==> config.mk <==
export PLATFORM = sky130hd
export DESIGN_NAME = mult_cdb_buffer
export DESIGN_NICKNAME = d
export VERILOG_FILES = /design/src/rtl/mult_cdb_buffer.sv
export SDC_FILE = /design/constraint.sdc
export NUM_CORES = 1
export LEC_CHECK = 0
export ABC_AREA = 1
export CAP_MARGIN = 20
export CORE_ASPECT_RATIO = 1.75
export CORE_MARGIN = 2
export CORE_UTILIZATION = 55
export CTS_CLUSTER_SIZE = 20
export DETAILED_ROUTE_END_ITERATION = 10
export GPL_ROUTABILITY_DRIVEN = 0
export PLACE_DENSITY_LB_ADDON = 0.05
export SETUP_SLACK_MARGIN = 0.02
export SKIP_LAST_GASP = 1
export SLEW_MARGIN = 5
export SYNTH_ARGS = -nofsm -noshare
export SYNTH_HDL_FRONTEND = slang
export SYNTH_SLANG_ARGS = --single-unit
export TNS_END_PERCENT = 30
==> constraint.sdc <==
create_clock -name clock -period 11 [get_ports clock]
set_input_delay 3.3 -clock clock [delete_from_list [all_inputs] [get_ports clock]]
set_output_delay 3.3 -clock clock [all_outputs]
set_load 0.02 [all_outputs]
==> src/rtl/mult_cdb_buffer.sv <==
// rtl/mult_cdb_buffer.sv - completion FIFO between the pipelined multiplier and the CDB, with issue credits and squash drop
`ifndef ROB_TAG_LEN
`define ROB_TAG_LEN 6
`endif

module mult_cdb_buffer #(
    parameter int DEPTH      = 4,
    parameter int PIPE_DEPTH = 8
) (
    input  logic                        clock,
    input  logic                        reset,
    input  logic                        issue_valid,
    output logic                        issue_ready,
    input  logic                        mult_done,
    input  logic [63:0]                 mult_product,
    input  logic [`ROB_TAG_LEN-1:0]     mult_tag,
    output logic                        cdb_valid,
    output logic [63:0]                 cdb_value,
    output logic [`ROB_TAG_LEN-1:0]     cdb_tag,
    input  logic                        cdb_grant,
    input  logic                        squash,
    output logic [$clog2(DEPTH+1)-1:0]  count,
    output logic                        overflow_err
);

    localparam int CW = $clog2(DEPTH + 1);
    localparam int PW = (DEPTH > 1) ? $clog2(DEPTH) : 1;

    if (DEPTH < 1 || PIPE_DEPTH < 1) begin : g_bad_param
        $error("mult_cdb_buffer: DEPTH and PIPE_DEPTH must be at least 1");
    end

    logic [63:0]             value_q [DEPTH];
    logic [`ROB_TAG_LEN-1:0] tag_q   [DEPTH];

    logic [PW-1:0] head_q, head_d;
    logic [PW-1:0] tail_q, tail_d;
    logic [CW-1:0] count_q, count_d;
    logic [CW-1:0] inflight_q, inflight_d;
    logic [CW-1:0] drop_q, drop_d;
    logic          err_q, err_d;

    logic accept, pop, push_req, push, full, underflow;

    function automatic logic [PW-1:0] ptr_inc(input logic [PW-1:0] p);
        return (p == PW'(DEPTH - 1)) ? '0 : p + 1'b1;
    endfunction

    // Credits depend only on registered state, so a grant frees a slot one cycle later.
    assign issue_ready = ({1'b0, count_q} + {1'b0, inflight_q}) < (CW+1)'(DEPTH);
    assign cdb_valid   = (count_q != '0);
    assign cdb_value   = value_q[head_q];
    assign cdb_tag     = tag_q[head_q];
    assign count       = count_q;
    assign overflow_err = err_q;

    assign accept    = issue_valid & issue_ready;
    assign pop       = cdb_valid & cdb_grant & ~squash;
    assign push_req  = mult_done & ~squash & (drop_q == '0);
    assign full      = (count_q == CW'(DEPTH)) & ~pop;
    assign push      = push_req & ~full;
    assign underflow = mult_done & (inflight_q == '0);

    always_comb begin
        inflight_d = inflight_q;
        if (accept) begin
            inflight_d = inflight_d + 1'b1;
        end
        // A stray done with nothing in flight is flagged, not allowed to wrap the counter.
        if (mult_done && inflight_d != '0) begin
            inflight_d = inflight_d - 1'b1;
        end

        head_d  = pop  ? ptr_inc(head_q) : head_q;
        tail_d  = push ? ptr_inc(tail_q) : tail_q;
        count_d = count_q + CW'(push) - CW'(pop);
        drop_d  = drop_q;
        if (mult_done && drop_q != '0) begin
            drop_d = drop_q - 1'b1;
        end
        if (squash) begin
            head_d  = '0;
            tail_d  = '0;
            count_d = '0;
            drop_d  = inflight_d;
        end

        err_d = err_q | (push_req & full) | underflow;
    end

    always_ff @(posedge clock) begin
        if (reset) begin
            head_q     <= '0;
            tail_q     <= '0;
            count_q    <= '0;
            inflight_q <= '0;
            drop_q     <= '0;
            err_q      <= 1'b0;
        end else begin
            head_q     <= head_d;
            tail_q     <= tail_d;
            count_q    <= count_d;
            inflight_q <= inflight_d;
            drop_q     <= drop_d;
            err_q      <= err_d;
        end
    end

    always_ff @(posedge clock) begin
        if (!reset && push) begin
            value_q[tail_q] <= mult_product;
            tag_q[tail_q]   <= mult_tag;
        end
    end

endmodule

==> impl_metrics.py <==
metrics = {
    "cts": {
        "cts_tree": "done",
        "cts_resized": 0,
        "clkSlewWorstSetupHoldPaths_ns": 0.07,
        "cts_buffer_depth": 3,
        "root_buffer": "clkbuf_16",
        "cts.sinks": 296,
        "htree_levels": 1,
        "hold_buffers": 0,
        "clk_latency_ns": 0.52,
        "cts_buffers": 26,
        "cts_setup_buffers": 0,
    },
    "hold_path": {
        "holdCritStartpoint": "head_q[1]$_SDFFE_PP0N_",
        "hold_depth": 2,
        "hold_path.class": "register to register",
    },
    "synth": {
        "ys.flop_type": "edfxtp_1",
        "synth_cell_types": 39,
        "synth-xor-area-share_pct": 0.217,
        "syn_nets": 916,
        "synth_top_family_by_area": "compound AO/OA/AOI/OAI gates",
        "yosys.area_share.simple_pct": 9.37,
        "synth_seq_cells": 296,
        "netlist_top_cells_area": "edfxtp_1 69%, o22ai_2 4.1%, nor2_4 3.7%",
        "synth_edf_count": 280,
        "synth_compound_area_share_pct": 12.2,
        "synth_fa_ha_area_share_pct": 1.71,
        "yosysTopAreaCellShare_pct": 69.4,
        "syn_avg_cell_area_um2": 14.7,
        "yosysWarnings": 0,
        "synth.largest_area_cell": "edfxtp_1",
        "ys_seq_area_share_pct": 72.1,
        "synth_common_cells": "280 x edfxtp_1, 116 x nor2_1, 81 x o21ai_0",
        "async_flop_share_pct": 0,
        "synth_mux_area_share_pct": 0,
        "syn-instance-count": 824,
        "synth_most_common_cell": "edfxtp_1",
        "synth_area_mm2": 0.0121,
    },
    "pwr": {
        "clkPwrFrac_pct": 35.7,
        "vdd_drop_max_mv": 0.145,
        "p_int_mw": 1.87,
        "power_frac_seq_pct": 53.5,
        "p_leak_nw": 4.84,
        "p_comb_share_pct": 10.8,
        "power_switching_uw": 534,
        "p_total_mw": 2.40,
        "power_density_mw_per_mm2": 165,
        "swShare_pct": 22.2,
    },
    "worst_setup_path": {
        "crit_type": "register to output pin",
        "cpLargestDelayFamily": "buffers and inverters",
        "reg2reg_depth": 9,
        "worst-path-max-fanout": 77,
        "path_cells": "buf_4 > o21ai_1 > o22ai_1 > clkdlybuf4s50_1",
        "slowest_delay_ns": 0.81,
        "rrSetupSlack_ns": 8.28,
        "r2r_end": "value_q[1][62]$_DFFE_PP_",
        "worstSetupStartpointType": "register",
        "crit_buf_inv": 2,
        "end_kind": "output pin",
        "r2r_start": "drop_q[0]$_SDFFE_PP0P_",
        "slowest_stage": "dfxtp_4",
        "crit_arrival_ns": 3.30,
        "cp.required_ns": 7.70,
    },
    "placed_design": {
        "place_hpwl_um": 14400,
        "pre_cts_slack_ns": 4.83,
        "port_buffers": 151,
    },
    "timing": {
        "finalSetupTns_ns": 0,
        "worst_pin_slew_ns": 1.09,
        "hold_viol_final": 0,
        "setup_slack_ns": 4.40,
        "relSlewSlack_pct": 27.1,
        "fmax_ghz": 0.151,
        "setup_viol": 0,
        "fin_skew_ns": 0.0144,
        "finalCritPeriodShare_pct": 60.0,
        "fin_crit_ns": 6.60,
        "final_max_slew_viol_count": 0,
        "rsz0062_at_grt": "no",
    },
    "global_route": {
        "grt_pass1_vias": 7728,
        "met1_usage_pct": 26.2,
        "use_met2_pct": 39.5,
        "grt.met3_usage_pct": 3.27,
        "grt-ovfl-total": 0,
        "grt_pass1_wl_um": 39100,
        "grt_use_total_pct": 21.5,
        "antenna_found_initial": 0,
        "top_usage_layer": "met2",
        "grt_max_degree": 141,
    },
    "layout": {
        "nets": 1059,
        "area_growth_pct": 20.0,
        "drive_gt1_share_pct": 14.7,
        "diodes": 0,
    },
    "routing": {
        "ant_nets": 0,
        "wl_per_cell_um": 19.9,
        "drt-total-wl_um": 25300,
        "drc_errors": 0,
        "drt_first_pass_iters": 4,
        "drtIter0Drc": 590,
        "vias": 7256,
        "vias_per_cell": 5.70,
    },
    "floorplanning": {
        "rows": 71,
        "start_util_pct": 56.1,
        "die_h_um": 200,
        "design.core.area_mm2": 0.0216,
        "fp.dieW_um": 116,
        "die_area_mm2": 0.0233,
        "ios": 152,
    },
    "outcome": {
        "outcome": "complete, no violations",
    },
    "flow_run": {
        "drv_cap": 0,
    },
}
-- cell families after synthesis --
| family | count (synthesis) |
|---|---|
| simple gates | 205 |
| flops | 296 |
| xor+xnor | 3 |
| fa+ha+maj | 16 |
| buf+inv | 82 |
| compound gates | 222 |
-- layout by cell type, fill, tap and decap left out, types with 6 or more instances in the layout --
| master | count |
|---|---|
| o22ai_2 | 40 |
| clkbuf_16 | 27 |
| edfxtp_1 | 280 |
| o21ai_1 | 63 |
| nor2_4 | 44 |
| inv_2 | 6 |
| nor2_1 | 112 |
| dfxtp_1 | 14 |
| o21ai_0 | 81 |
| o22ai_1 | 30 |
| nand3_1 | 9 |
| buf_4 | 7 |
| inv_1 | 30 |
| clkdlybuf4s50_1 | 151 |
| ha_1 | 15 |
| nand2_1 | 28 |
-- power groups by stage --
stage / Clock, mW / Combinational, mW / Sequential, mW
global placement: 0 / 0.251 / 1.31
floorplan: 0 / 0.146 / 1.31
finish: 0.858 / 0.259 / 1.28
CTS: 0.874 / 0.261 / 1.28
detailed placement: 0 / 0.260 / 1.31
global route: 0.918 / 0.285 / 1.29
-- worst max path at each step --
| stage | slack (ns) | startpoint | end | cells past startpoint |
|---|---|---|---|---|
| 3_3_place_gp | 4.38 | register | cdb_value[59] | 6 |
| 5_1_grt | 4.18 | register | cdb_value[59] | 4 |
| 2_1_floorplan | 3.65 | squash | tag_q[0][0]$_DFFE_PP_ | 6 |
| 3_5_place_dp | 4.83 | squash | value_q[1][13]$_DFFE_PP_ | 7 |
| 6_report | 4.40 | register | cdb_value[59] | 4 |
| 4_1_cts | 4.35 | register | cdb_value[59] | 4 |
-- metal layers --
layer | up-vias | part of all wire, %
met5 | - | 0
met4 | 0 | 1.5
met3 | 27 | 4.8
met2 | 204 | 56
met1 | 3700 | 38
li1 | 3325 | -
-- metrics by stage --
stage | cells | hold WS (ns) | instance area (um2) | utilization, %
6_report | 1272 | 0.500 | 14500 | 67.3
5_1_grt | 1272 | 0.530 | 14500 | 67.3
4_1_cts | 1271 | 0.501 | 14500 | 67.2
3_5_place_dp | 1230 | 0.500 | 13700 | 63.5
3_3_place_gp | 1229 | 0.495 | 13700 | 63.4
2_1_floorplan | 824 | 0.466 | 12100 | -
-- area by class of cell --
| class | instances | area, um2 |
|---|---|---|
| Clock buffer | 30 | 687 |
| Inverter | 37 | 146 |
| Multi-Input combinational cell | 446 | 2880 |
| Timing Repair Buffer | 160 | 1620 |
| Fill cell | 1520 | 7050 |
| Sequential cell | 296 | 8730 |
| Tap cell | 292 | 365 |
| Clock inverter | 11 | 104 |
-- registers in the layout (all words and copies together) (netlist names), named ones only --
| register | flops |
|---|---|
| tail_q | 2 |
| count | 3 |
| head_q | 2 |
| drop_q | 3 |
| tag_q | 24 |
| inflight_q | 3 |
| value_q | 256 |
| overflow_err | 1 |
-- worst reg2reg max path, cell delays in order, from the launching register on --
cell and delay (ns):
dfxtp_1 0.33, inv_1 0.08, ha_1 0.15, nand2_1 0.09, nor3_4 0.23, nand2_2 0.10
inv_2 0.08, nand2_1 0.22, nor2_4 0.16, buf_4 0.83
Note: power is estimated with default switching activity, not from simulation.
==> patch: new RTL, config.mk and constraints unchanged <==
`DEPTH`: 4 -> 8.
--- a/src/rtl/mult_cdb_buffer.sv
+++ b/src/rtl/mult_cdb_buffer.sv
@@ -4,7 +4,7 @@
 `endif
 
 module mult_cdb_buffer #(
-    parameter int DEPTH      = 4,
+    parameter int DEPTH      = 8,
     parameter int PIPE_DEPTH = 8
 ) (
     input  logic                        clock,
Interface: changed (resized count); port bits go from 152 to 153. No check against the original RTL was run, so the function may have changed too.
==> patch against the original RTL <==
  * Count of clock-buffer cells in the layout is 34 higher
  * Area after synthesis grew 88%
  * Clock skew down 0.0014 ns
  * Sequential cell count rose by 286
  * Wire length up 95%
  * Utilization shrank 2.6 points
  * Total power rose by 92%
  * Worst setup slack worse by 0.89 ns
  * First-iteration DRC count grew 73%
  * Cell area rose by 82%
==> patch: results (changes against the original RTL) <==
- Area contributors post-synth: edfxtp_1 74%, nor2_1 8.3%, o21ai_0 6.3%
- CTS clk-pin slew, worst paths: roughly 0.06 ns
- Post-CTS Setup Bufs: 0 (unchanged)
- CTS root buf: clkbuf_16
- Worst clock skew: 0.0130 ns (-0.00140 ns)
- Top cells by count, synth: 560 x edfxtp_1, 506 x nor2_1, 288 x o21ai_0, 77 x clkbuf_1
- Asr flop ratio synth: 0 (unchanged)
- Post-synth EDFFs: 560 (+100%)
- TritonRoute pass-1 iters: 7 (+3)
- Static Leak: 8.79 nW (+81%)
- Reg2reg setup slack: 7.68 ns (-0.60 ns)
- Arrival @ worst endpoint: 4.19 ns (+0.89 ns)
- Max-slew headroom: 0.295 (+0.0232)
- Status: complete, no violations
- Port buffer count: 152 (+0.66%)
- Proportion of layout cells with a drive suffix above 1: 0.0624 (-0.0845)
- Via density: 5.72 (+0.24%)
- CP Max Fanout: 68 (-12%)
- Detailed placement HPWL: 25,600 um (+78%)
- Longest Clk Path Bufs: 3 (unchanged)
- Synth Area in Compound Gates: 0.107 (-0.0152)
- CTS Buf Count: 51 (+96%)
- Net Count, Synth: 1,859 (+100%)
- 1st-iter DRT viols: 1,021 (+73%)
- First-pass GRT wire length: 76,800 um (+96%)
- Max H-tree Level: 2 (+1)
- # nets final: 1,982 (+87%)
- Initial antenna violation count: 4 (+4)
- Register area share after synthesis: 0.757 (+0.0367)
- Max stage delay on crit path: 0.73 ns (-0.08 ns)
- Vias in the first global route: 14,100 (+83%)
- Yosys cell types: 36 (-7.7%)
- Pin count of the biggest net entering global routing: 109 (-23%)
- Clk_lat worst skew: 0.57 ns (+0.05 ns)
- Regs by FF count: value_q: 512 flops, tag_q: 48 flops
- XOR/XNOR Fraction of Synth Area: 0.00264 (+0.000466)
- Tot GR Track Use: 0.231 (+0.0161)
- WL final: 49,200 um (+95%)
- Worst VDD drop: 154 uV (+6.2%)
- Adder-cell area share of the yosys netlist: 0.0102 (-0.00693)
==> patch: metrics by stage <==
| step | cell area, um2 | utilization | setup WS [ns] | std cells | hold slack (ns) |
|---|---|---|---|---|---|
| after CTS | 26400 | 0.647 | 3.51 | 2473 | 0.469 |
| after global placement | 24800 | 0.608 | 4.10 | 2385 | 0.457 |
| after global routing | 26400 | 0.647 | 3.25 | 2475 | 0.513 |
| final | 26400 | 0.647 | 3.51 | 2475 | 0.466 |
| after floorplan | 22800 | - | 1.48 | 1765 | 0.443 |
| after detailed placement | 24800 | 0.608 | 4.11 | 2385 | 0.460 |
==> patch: final timing paths <==
check | start | end | depth (start not counted)
worst min register to register | drop_q[1] | drop_q[1] | 2
worst max-delay path | flip-flop | cdb_value[5] | 7
worst min-delay path | drop_q[1] | drop_q[1] | 2
worst max register to register | count[2] | value_q[6][0] | 11
==> patch: cell type report <==
cell class / instances / area (um2)
diodes: 2 / 5.00
flip-flops and latches: 582 / 17300
multi-input cells: 1042 / 5010
well taps: 550 / 688
clock buffers: 64 / 1370
repair buffers: 178 / 1720
fillers: 3011 / 14400
inverters: 33 / 134
clock inverters: 24 / 239
==> patch: per-layer routing <==
metal | GRT usage | wire length, um
met5 | 0 | 25
met4 | 0.0804 | 1320
met3 | 0.0389 | 3110
met2 | 0.397 | 25200
met1 | 0.297 | 19500
==> patch: where the power goes <==
group          internal [W]  total (W)  switching [W]  leakage [nW]
clock              0.000992    0.00173       0.000738         0.785
combinational      0.000154   0.000389       0.000235          2.78
sequential          0.00247    0.00249      0.0000232          5.22
